### src/rtl/game_screen_ctrl_pkg.sv
// rtl/game_screen_ctrl_pkg.sv - shared state encodings and colour constants for the game screens
package game_screen_ctrl_pkg;

    typedef enum logic [1:0] {
        ST_TITLE  = 2'd0,
        ST_PLAY   = 2'd1,
        ST_DYING  = 2'd2,
        ST_ENDING = 2'd3
    } screen_state_t;

    // Background shown around the ending overlay
    localparam logic [11:0] ENDING_BG_RGB = 12'h7CC;

    // Death flash: pass the colour through or invert every channel
    function automatic logic [11:0] flash_rgb(input logic [11:0] rgb, input logic invert);
        return invert ? ~rgb : rgb;
    endfunction

endpackage

### src/rtl/frame_counter.sv
// rtl/frame_counter.sv - free-running frame counter that wraps at a parameterised modulus
module frame_counter #(
    parameter int WRAP  = 60,
    parameter int WIDTH = 6
) (
    input  logic             clk,
    input  logic             rst_n,
    input  logic             tick,
    output logic [WIDTH-1:0] count
);

    localparam logic [WIDTH-1:0] LAST = WIDTH'(WRAP - 1);

    // Advance once per tick, returning to zero after LAST so the count never reaches WRAP
    always_ff @(posedge clk or negedge rst_n) begin
        if (!rst_n) begin
            count <= '0;
        end else if (tick) begin
            count <= (count == LAST) ? '0 : count + 1'b1;
        end
    end

endmodule

### src/rtl/game_screen_ctrl.sv
// rtl/game_screen_ctrl.sv - screen sequencing FSM and registered pixel mux for the game
import game_screen_ctrl_pkg::*;

module game_screen_ctrl #(
    parameter int BLINK_FRAMES = 60,
    parameter int DEATH_FRAMES = 30,
    parameter int LOCK_FRAMES  = 60
) (
    input  logic        clk,
    input  logic        rst_n,
    input  logic        frame_tick,
    input  logic        btn,
    input  logic        collision,
    input  logic [11:0] title_rgb,
    input  logic [11:0] game_rgb,
    input  logic [11:0] ending_rgb,
    input  logic        is_ending_region,
    output logic [1:0]  state,
    output logic        game_run,
    output logic        game_clear,
    output logic [5:0]  blink_count,
    output logic [3:0]  vga_r,
    output logic [3:0]  vga_g,
    output logic [3:0]  vga_b
);

    // DYING ends on the tick that completes its last frame
    localparam logic [5:0] DEATH_LAST = 6'(DEATH_FRAMES - 1);
    localparam logic [5:0] LOCK_MIN   = 6'(LOCK_FRAMES);

    screen_state_t state_q, state_d;
    logic [5:0]    frame_cnt;
    logic          btn_prev;
    logic          btn_press;
    logic          state_change;
    logic          clear_d;
    logic [11:0]   pix_d, pix_q;

    assign btn_press    = btn & ~btn_prev;
    assign state_change = (state_d != state_q);

    // Remember the previous button level; reset high so a held button is not a press
    always_ff @(posedge clk or negedge rst_n) begin
        if (!rst_n) begin
            btn_prev <= 1'b1;
        end else begin
            btn_prev <= btn;
        end
    end

    // Next-state decode; collision outranks a simultaneous press in PLAY
    always_comb begin
        state_d = state_q;
        clear_d = 1'b0;
        case (state_q)
            ST_TITLE: begin
                if (btn_press) begin
                    state_d = ST_PLAY;
                    clear_d = 1'b1;
                end
            end
            ST_PLAY: begin
                if (collision) begin
                    state_d = ST_DYING;
                end
            end
            ST_DYING: begin
                if (frame_tick && (frame_cnt == DEATH_LAST)) begin
                    state_d = ST_ENDING;
                end
            end
            ST_ENDING: begin
                // frame_cnt serves as the lock counter here; early presses are dropped
                if (btn_press && (frame_cnt >= LOCK_MIN)) begin
                    state_d = ST_TITLE;
                    clear_d = 1'b1;
                end
            end
            default: state_d = ST_TITLE;
        endcase
    end

    // State register with its registered companion outputs
    always_ff @(posedge clk or negedge rst_n) begin
        if (!rst_n) begin
            state_q    <= ST_TITLE;
            game_run   <= 1'b0;
            game_clear <= 1'b0;
        end else begin
            state_q    <= state_d;
            game_run   <= (state_d == ST_PLAY);
            game_clear <= clear_d;
        end
    end

    // Frames spent in the current state; a state change wins over a coincident tick
    always_ff @(posedge clk or negedge rst_n) begin
        if (!rst_n) begin
            frame_cnt <= '0;
        end else if (state_change) begin
            frame_cnt <= '0;
        end else if (frame_tick && (frame_cnt != 6'd63)) begin
            frame_cnt <= frame_cnt + 6'd1;
        end
    end

    frame_counter #(
        .WRAP  (BLINK_FRAMES),
        .WIDTH (6)
    ) u_blink (
        .clk   (clk),
        .rst_n (rst_n),
        .tick  (frame_tick),
        .count (blink_count)
    );

    // Pixel source chosen by the current state register
    always_comb begin
        pix_d = title_rgb;
        case (state_q)
            ST_TITLE:  pix_d = title_rgb;
            ST_PLAY:   pix_d = game_rgb;
            ST_DYING:  pix_d = flash_rgb(game_rgb, frame_cnt[2]);
            ST_ENDING: pix_d = is_ending_region ? ending_rgb : ENDING_BG_RGB;
            default:   pix_d = title_rgb;
        endcase
    end

    // One-cycle pixel pipeline register
    always_ff @(posedge clk or negedge rst_n) begin
        if (!rst_n) begin
            pix_q <= '0;
        end else begin
            pix_q <= pix_d;
        end
    end

    assign state = state_q;
    assign vga_r = pix_q[11:8];
    assign vga_g = pix_q[7:4];
    assign vga_b = pix_q[3:0];

endmodule
### config.mk
export PLATFORM = sky130hd
export DESIGN_NAME = game_screen_ctrl
export DESIGN_NICKNAME = d
export VERILOG_FILES = /design/src/rtl/game_screen_ctrl_pkg.sv /design/src/rtl/frame_counter.sv /design/src/rtl/game_screen_ctrl.sv
export SDC_FILE = /design/constraint.sdc
export NUM_CORES = 1
export LEC_CHECK = 0
export BUFFER_PORTS_ARGS = -buffer_cell sky130_fd_sc_hd__clkbuf_2
export CORE_ASPECT_RATIO = 0.5
export CORE_MARGIN = 5
export CORE_UTILIZATION = 35
export DETAILED_ROUTE_END_ITERATION = 16
export GPL_TIMING_DRIVEN = 0
export PLACE_DENSITY = 0.66
export SETUP_SLACK_MARGIN = 0.5
export SLEW_MARGIN = 30
export SYNTH_ARGS = -nofsm -noshare
export SYNTH_HDL_FRONTEND = slang
export SYNTH_SLANG_ARGS = --single-unit
### constraint.sdc
create_clock -name clk -period 5.67 [get_ports clk]
set_input_delay 0.8505 -clock clk [delete_from_list [all_inputs] [get_ports clk]]
set_output_delay 0.8505 -clock clk [all_outputs]
set_load 0.005 [all_outputs]
==> flow_metrics.py, run 1 <==
metrics = {
    "drt": {
        "drt_iter0_markers": 103,
        "via_per_inst": 5.146,
        "drtPass1Iterations": 4,
        "drc": 0,
        "wl_per_cell_um": 14.69,
        "routed_wl_um": 4819,
        "route.vias.total": 1688,
        "drtAntennaViolNets": 0,
    },
    "synthesis": {
        "yosys.area_share.simple_pct": 13.27,
        "async_flop_share_pct": 100.0,
        "synth.cell_area_mm2": 0.001800,
        "synth_top_family_by_area": "compound AO/OA/AOI/OAI gates",
        "synth-seq-cells": 29,
        "syn_nets": 238,
        "netlist_instances": 188,
        "avgSynthCellArea_um2": 9.577,
        "synth-main-ff-cell": "dfrtp_1",
        "synthMuxAreaShare_pct": 1.251,
        "yosysUniqueCellTypes": 42,
        "synth_xor_area_share_pct": 8.756,
        "synthAdderAreaFrac_pct": 5.559,
        "synth_compound_area_share_pct": 24.60,
        "synth-seq-area-share_pct": 40.38,
        "synth-edff-count": 0,
        "ys.warnings.count": 0,
    },
    "clock_network": {
        "clk_path_buf_depth": 2,
        "cts_sinks": 29,
        "tritoncts": "yes",
        "root_buffer": "clkbuf_8",
        "clk_latency_ns": 0.28,
        "cts_setup_buffers": 0,
        "cts_buffers": 5,
        "cts_resized": 0,
        "cts.clk_slew.worst_paths_ns": 0.06,
        "cts_htree_levels": 2,
        "ctsHoldBuffers": 0,
    },
    "sta": {
        "finalClockSkew_ns": 0.002783,
        "rsz0062_at_grt": "no",
        "maxSlewViolCount": 0,
        "finalSetupViolCount": 0,
        "fin_crit_ns": 2.245,
        "period_share_pct": 39.59,
        "finalSetupTns_ns": 0,
        "worst_pin_slew_ns": 0.7410,
        "final-hold-violation-count": 0,
        "slew_headroom_pct": 50.60,
        "max_freq_mhz": 445.5,
    },
    "worst_setup_path": {
        "startpoint_type": "register",
        "reg2reg_depth": 7,
        "crit_arrival_ns": 2.38,
        "critical_path_class": "reg2reg",
        "cp-end-kind": "register",
        "critPathRequiredTime_ns": 5.81,
        "crit_fanout": 8,
    },
    "final_layout": {
        "antenna_cells": 0,
        "regArea_um2": 726.9,
        "drive_gt1_share_pct": 31.40,
        "multiInputGateArea_um2": 962.2,
        "fill_cells": 492,
        "syn_to_final_growth_pct": 27.17,
        "mostFrequentLayoutCells": "clkbuf_2 (63), dfrtp_1 (28), nand2_1 (16)",
        "finalNetCount": 308,
        "final_common_cell": "clkbuf_2",
    },
    "floorplanning": {
        "die_w_um": 111.4,
        "start_util_pct": 36.34,
        "die_area_mm2": 0.006765,
        "die_h_um": 60.72,
        "core_mm2": 0.004955,
        "row_count": 18,
        "io_pins": 64,
    },
    "run": {
        "max_cap_viol_count": 0,
    },
    "global_routing": {
        "grt_pass1_vias": 1664,
        "grt_pass1_wl_um": 7590,
        "grtUsageTotal_pct": 14.28,
        "grt_antenna_before_repair": 0,
        "grt_overflow_total": 0,
        "grt_max_degree": 30,
    },
    "power": {
        "power_uw": 1015,
        "p_leak_uw": 0.001096,
        "irDropWorstVdd_uv": 123.4,
        "power_density_mw_per_mm2": 443.2,
    },
    "placement": {
        "place.gp.congestion": 0.8668,
        "dp_hpwl_um": 3690,
        "io_buffers": 63,
    },
    "worst_hold_path": {
        "hold_class": "reg2reg",
        "hold_path_depth": 1,
    },
    "outcome": {
        "status": "finished clean",
    },
}
[synth_stat cells (5+ instances only)]
library cell / number / area [um^2]
dfrtp_1: 28 / 700.7
nand2_1: 16 / 60.06
inv_1: 15 / 56.30
xor2_1: 15 / 131.4
a21oi_1: 13 / 65.06
o21ai_0: 10 / 50.05
ha_1: 8 / 100.1
a211oi_1: 7 / 52.55
a32oi_1: 7 / 61.31
nor2_1: 6 / 22.52
a221oi_1: 5 / 43.79
a2bb2oi_1: 5 / 43.79
buf_2: 5 / 25.02
clkbuf_1: 5 / 18.77
nand4_1: 5 / 31.28
[worst max-delay path, cell delays in order (launching register included)]
cell	delay, ns
dfrtp_1	0.49
inv_1	0.17
ha_1	0.29
or2_1	0.25
buf_6	0.14
o21a_1	0.19
a211oi_2	0.43
a211oi_1	0.15
[metal layers]
layer  GRT usage, %  up-vias  wire, um
li1               -      829         -
met1          17.44      811      2212
met2          24.51       38      2334
met3          3.785       10       184
met4          6.586        0        88
met5              0        -         0
[cell type report]
cell class | count | area share, %
well taps | 70 | 3.825
flip-flops and latches | 29 | 31.75
multi-input cells | 133 | 42.02
inverters | 15 | 2.459
clock buffers | 7 | 3.770
repair buffers | 63 | 13.77
plain buffers | 11 | 2.404
[where the power goes]
part           internal, uW  switching [uW]
Combinational           226             270
Sequential              289            54.6
Clock                  96.1            78.9
Total                   612             403
[path summary, 6_finish.rpt]
check,end,slack [ns],startpoint
min in group asynchronous,state[0],0.62,rst_n
max,frame_cnt[0],3.43,state[1]
max reg2reg,frame_cnt[0],3.43,state[1]
min reg2reg,u_blink.count[4],0.50,u_blink.count[4]
max in group asynchronous,u_blink.count[4],4.58,rst_n
min,u_blink.count[4],0.50,u_blink.count[4]
[registers in the layout, summed over array words and instances, names as in the netlist]
register / cells
state: 2
frame_cnt: 6
btn_prev: 1
u_blink.count: 6
game_run: 1
game_clear: 1
pix_q: 12
[kinds of logic (layout without fill, tap and decap cells)]
family | count (synthesis) | in the layout
compound gates | 62 | 62
xor+xnor | 18 | 18
simple gates | 43 | 43
mux | 2 | 2
buf+inv | 26 | 96
flops | 29 | 29
fa+ha+maj | 8 | 8
[through the flow]
stage               worst slack (ns)  instance area (um^2)  hold WS (ns)  util (%)  instances
finish                         3.425                  2290        0.5024     46.21        328
global route                   3.281                  2290        0.5309     46.21        328
CTS                            3.439                  2290        0.5071     46.21        328
detailed placement             3.481                  2203        0.4934     44.47        321
global placement               3.519                  2203        0.4860     44.47        321
floorplan                      3.694                  1800        0.4867         -        188
Power figures use the tool's default switching activity.
==> run 2: changes to the inputs <==
PLACE_DENSITY = 0.68   (was 0.66)
clock period = 1.9 ns   (was 5.67 ns; I/O delays follow)
==> run 2 against run 1 <==
Die area did not move. Maximum frequency is 28% higher. Clock power rose to 2.8 times the previous value. Register-to-register slack worse by 3.3 ns. Cell area up 11%. Core utilization is 5.3 points higher. Clock skew about the same. Sequential power rose to 3.0 times the previous value. Non-clock buffer count is 9 higher. Critical endpoint is now frame_cnt[2]. Largest cell class unchanged.
==> flow_metrics.py, run 2 (synthesis gave the netlist of run 1 again) <==
metrics = {
    "outcome": {
        "status": "finished clean",
    },
    "placement": {
        "dp_hpwl_um": 3761,
        "dp.cells": 321,
        "io_buffers": 63,
        "place.gp.congestion": 0.8851,
    },
    "drt": {
        "drc": 0,
        "drt_iter0_markers": 120,
        "drtPass1Iterations": 4,
        "via_per_inst": 5.240,
        "route.vias.total": 1771,
        "wl_per_cell_um": 15.41,
        "drtAntennaViolNets": 0,
        "routed_wl_um": 5207,
    },
    "floorplanning": {
        "die_area_mm2": 0.006765,
        "core_mm2": 0.004955,
        "start_util_pct": 36.34,
        "row_count": 18,
        "io_pins": 64,
        "die_w_um": 111.4,
        "die_h_um": 60.72,
    },
    "sta": {
        "finalSetupTns_ns": 0,
        "maxSlewViolCount": 0,
        "rsz0062_at_grt": "yes",
        "worst_pin_slew_ns": 0.7508,
        "final-hold-violation-count": 0,
        "fin_crit_ns": 1.757,
        "period_share_pct": 92.47,
        "max_freq_mhz": 569.2,
        "finalClockSkew_ns": 0.002985,
        "finalSetupViolCount": 0,
        "slew_headroom_pct": 49.95,
    },
    "worst_setup_path": {
        "cp_slowest_stage_delay_ns": 0.44,
        "crit_path_cell_trace": "inv_4 -> ha_4 -> or2_1 -> buf_6 -> or4_4 -> nand3_4 -> a211oi_1",
        "crit_family": "simple AND/OR/NAND/NOR gates",
        "critical_path_class": "reg2reg",
        "startpoint_type": "register",
        "worst_path_max_delay_cell": "dfrtp_2",
        "cp.depth": 7,
        "crit_fanout": 6,
        "reg2reg_depth": 7,
        "critPathRequiredTime_ns": 2.06,
        "cp-end-kind": "register",
        "crit_arrival_ns": 1.92,
        "crit_buf_inv": 2,
    },
    "power": {
        "p_leak_uw": 0.001183,
        "irDropWorstVdd_uv": 390.6,
        "power_density_mw_per_mm2": 1318,
    },
    "final_layout": {
        "finalNetCount": 317,
        "mostFrequentLayoutCells": "clkbuf_2 (64), dfrtp_1 (26), nand2_1 (16)",
        "fill_cells": 462,
        "layout.cells.non_filler": 338,
        "top_register": "pix_q",
        "antenna_cells": 0,
        "largest_reg_flops": 12,
        "syn_to_final_growth_pct": 41.63,
        "reg_top3": "pix_q: 12 flops, frame_cnt: 6 flops, u_blink.count: 6 flops",
        "final_common_cell": "clkbuf_2",
        "drive_gt1_share_pct": 43.66,
    },
    "clock_network": {
        "root_buffer": "clkbuf_8",
        "cts_sinks": 29,
        "cts_buffers": 5,
        "tritoncts": "yes",
        "ctsHoldBuffers": 0,
        "clk_latency_ns": 0.28,
        "cts.clk_slew.worst_paths_ns": 0.06,
        "clk_path_buf_depth": 2,
        "cts_htree_levels": 2,
    },
    "global_routing": {
        "grt_max_degree": 30,
        "grt_overflow_total": 0,
        "grt_antenna_before_repair": 0,
        "grt_pass1_vias": 1855,
        "grtUsageTotal_pct": 15.97,
        "grt_pass1_wl_um": 8528,
    },
    "worst_hold_path": {
        "hold_class": "in2async",
    },
    "run": {
        "max_cap_viol_count": 0,
    },
}
-- run 2: cell types whose count changed in the layout (fill, tap and decap cells not counted), moves of 3 or more --
cell / previous run / this run
buf_4: 0 / 8
a221oi_1: 5 / 0
a221oi_2: 0 / 5
a211oi_1: 7 / 3
ha_1: 8 / 4
a211oi_2: 2 / 5
ha_4: 0 / 3
-- run 2: power by group --
part | internal (uW) | switching [uW]
Sequential | 866 | 165
Combinational | 876 | 965
Clock | 260 | 230
Total | 2000 | 1360
-- run 2: layer usage --
| layer | vias to the layer above | GRT usage (%) | routed length, um | share of wire [%] |
|---|---|---|---|---|
| met3 | 5 | 4.880 | 224 | 4.3 |
| met2 | 40 | 28.53 | 2645 | 51 |
| met4 | 0 | 6.066 | 56 | 1.1 |
| li1 | 842 | - | - | - |
| met1 | 884 | 18.77 | 2281 | 44 |
| met5 | - | 0 | 0 | 0 |
-- run 2: worst paths after layout --
kind	from	to	slack (ns)
min reg2reg	u_blink.count[4]	u_blink.count[4]	0.51
max in group asynchronous	rst_n	state[1]	1.32
min in group clk	btn	btn_prev	0.13
min	rst_n	game_run	0.06
max reg2reg	state[1]	frame_cnt[2]	0.14
max	state[1]	frame_cnt[2]	0.14
-- run 2: what timing repair did --
item / in CTS / in global routing
buffers inserted: 8 / 1
pin swaps: 5 / 5
setup endpoints to repair: 25 / 23
gates resized for setup: 26 / 13
-- run 2: layout make-up --
cell class / count / area (um^2) / area share, %
buffer: 11 / 88.84 / 3.484
clock buffer: 8 / 80.08 / 3.140
inverter: 15 / 61.31 / 2.404
multi-input combinational: 133 / 1116 / 43.77
sequential: 29 / 729.5 / 28.61
tap: 70 / 87.58 / 3.435
timing repair buffer: 72 / 386.6 / 15.16
-- run 2: stage by stage --
stage	setup slack, ns	utilization (%)	power (uW)	instance area, um^2	hold WS, ns
3_3_place_gp	0.03228	45.20	2540	2240	0.3815
2_1_floorplan	0.1511	-	2064	1837	-0.01059
3_5_place_dp	0.01985	45.20	2586	2240	0.3909
4_1_cts	0.1385	50.23	3296	2489	0.08694
6_report	0.1432	51.46	3361	2550	0.05913
5_1_grt	0.08840	51.46	3643	2550	0.1239
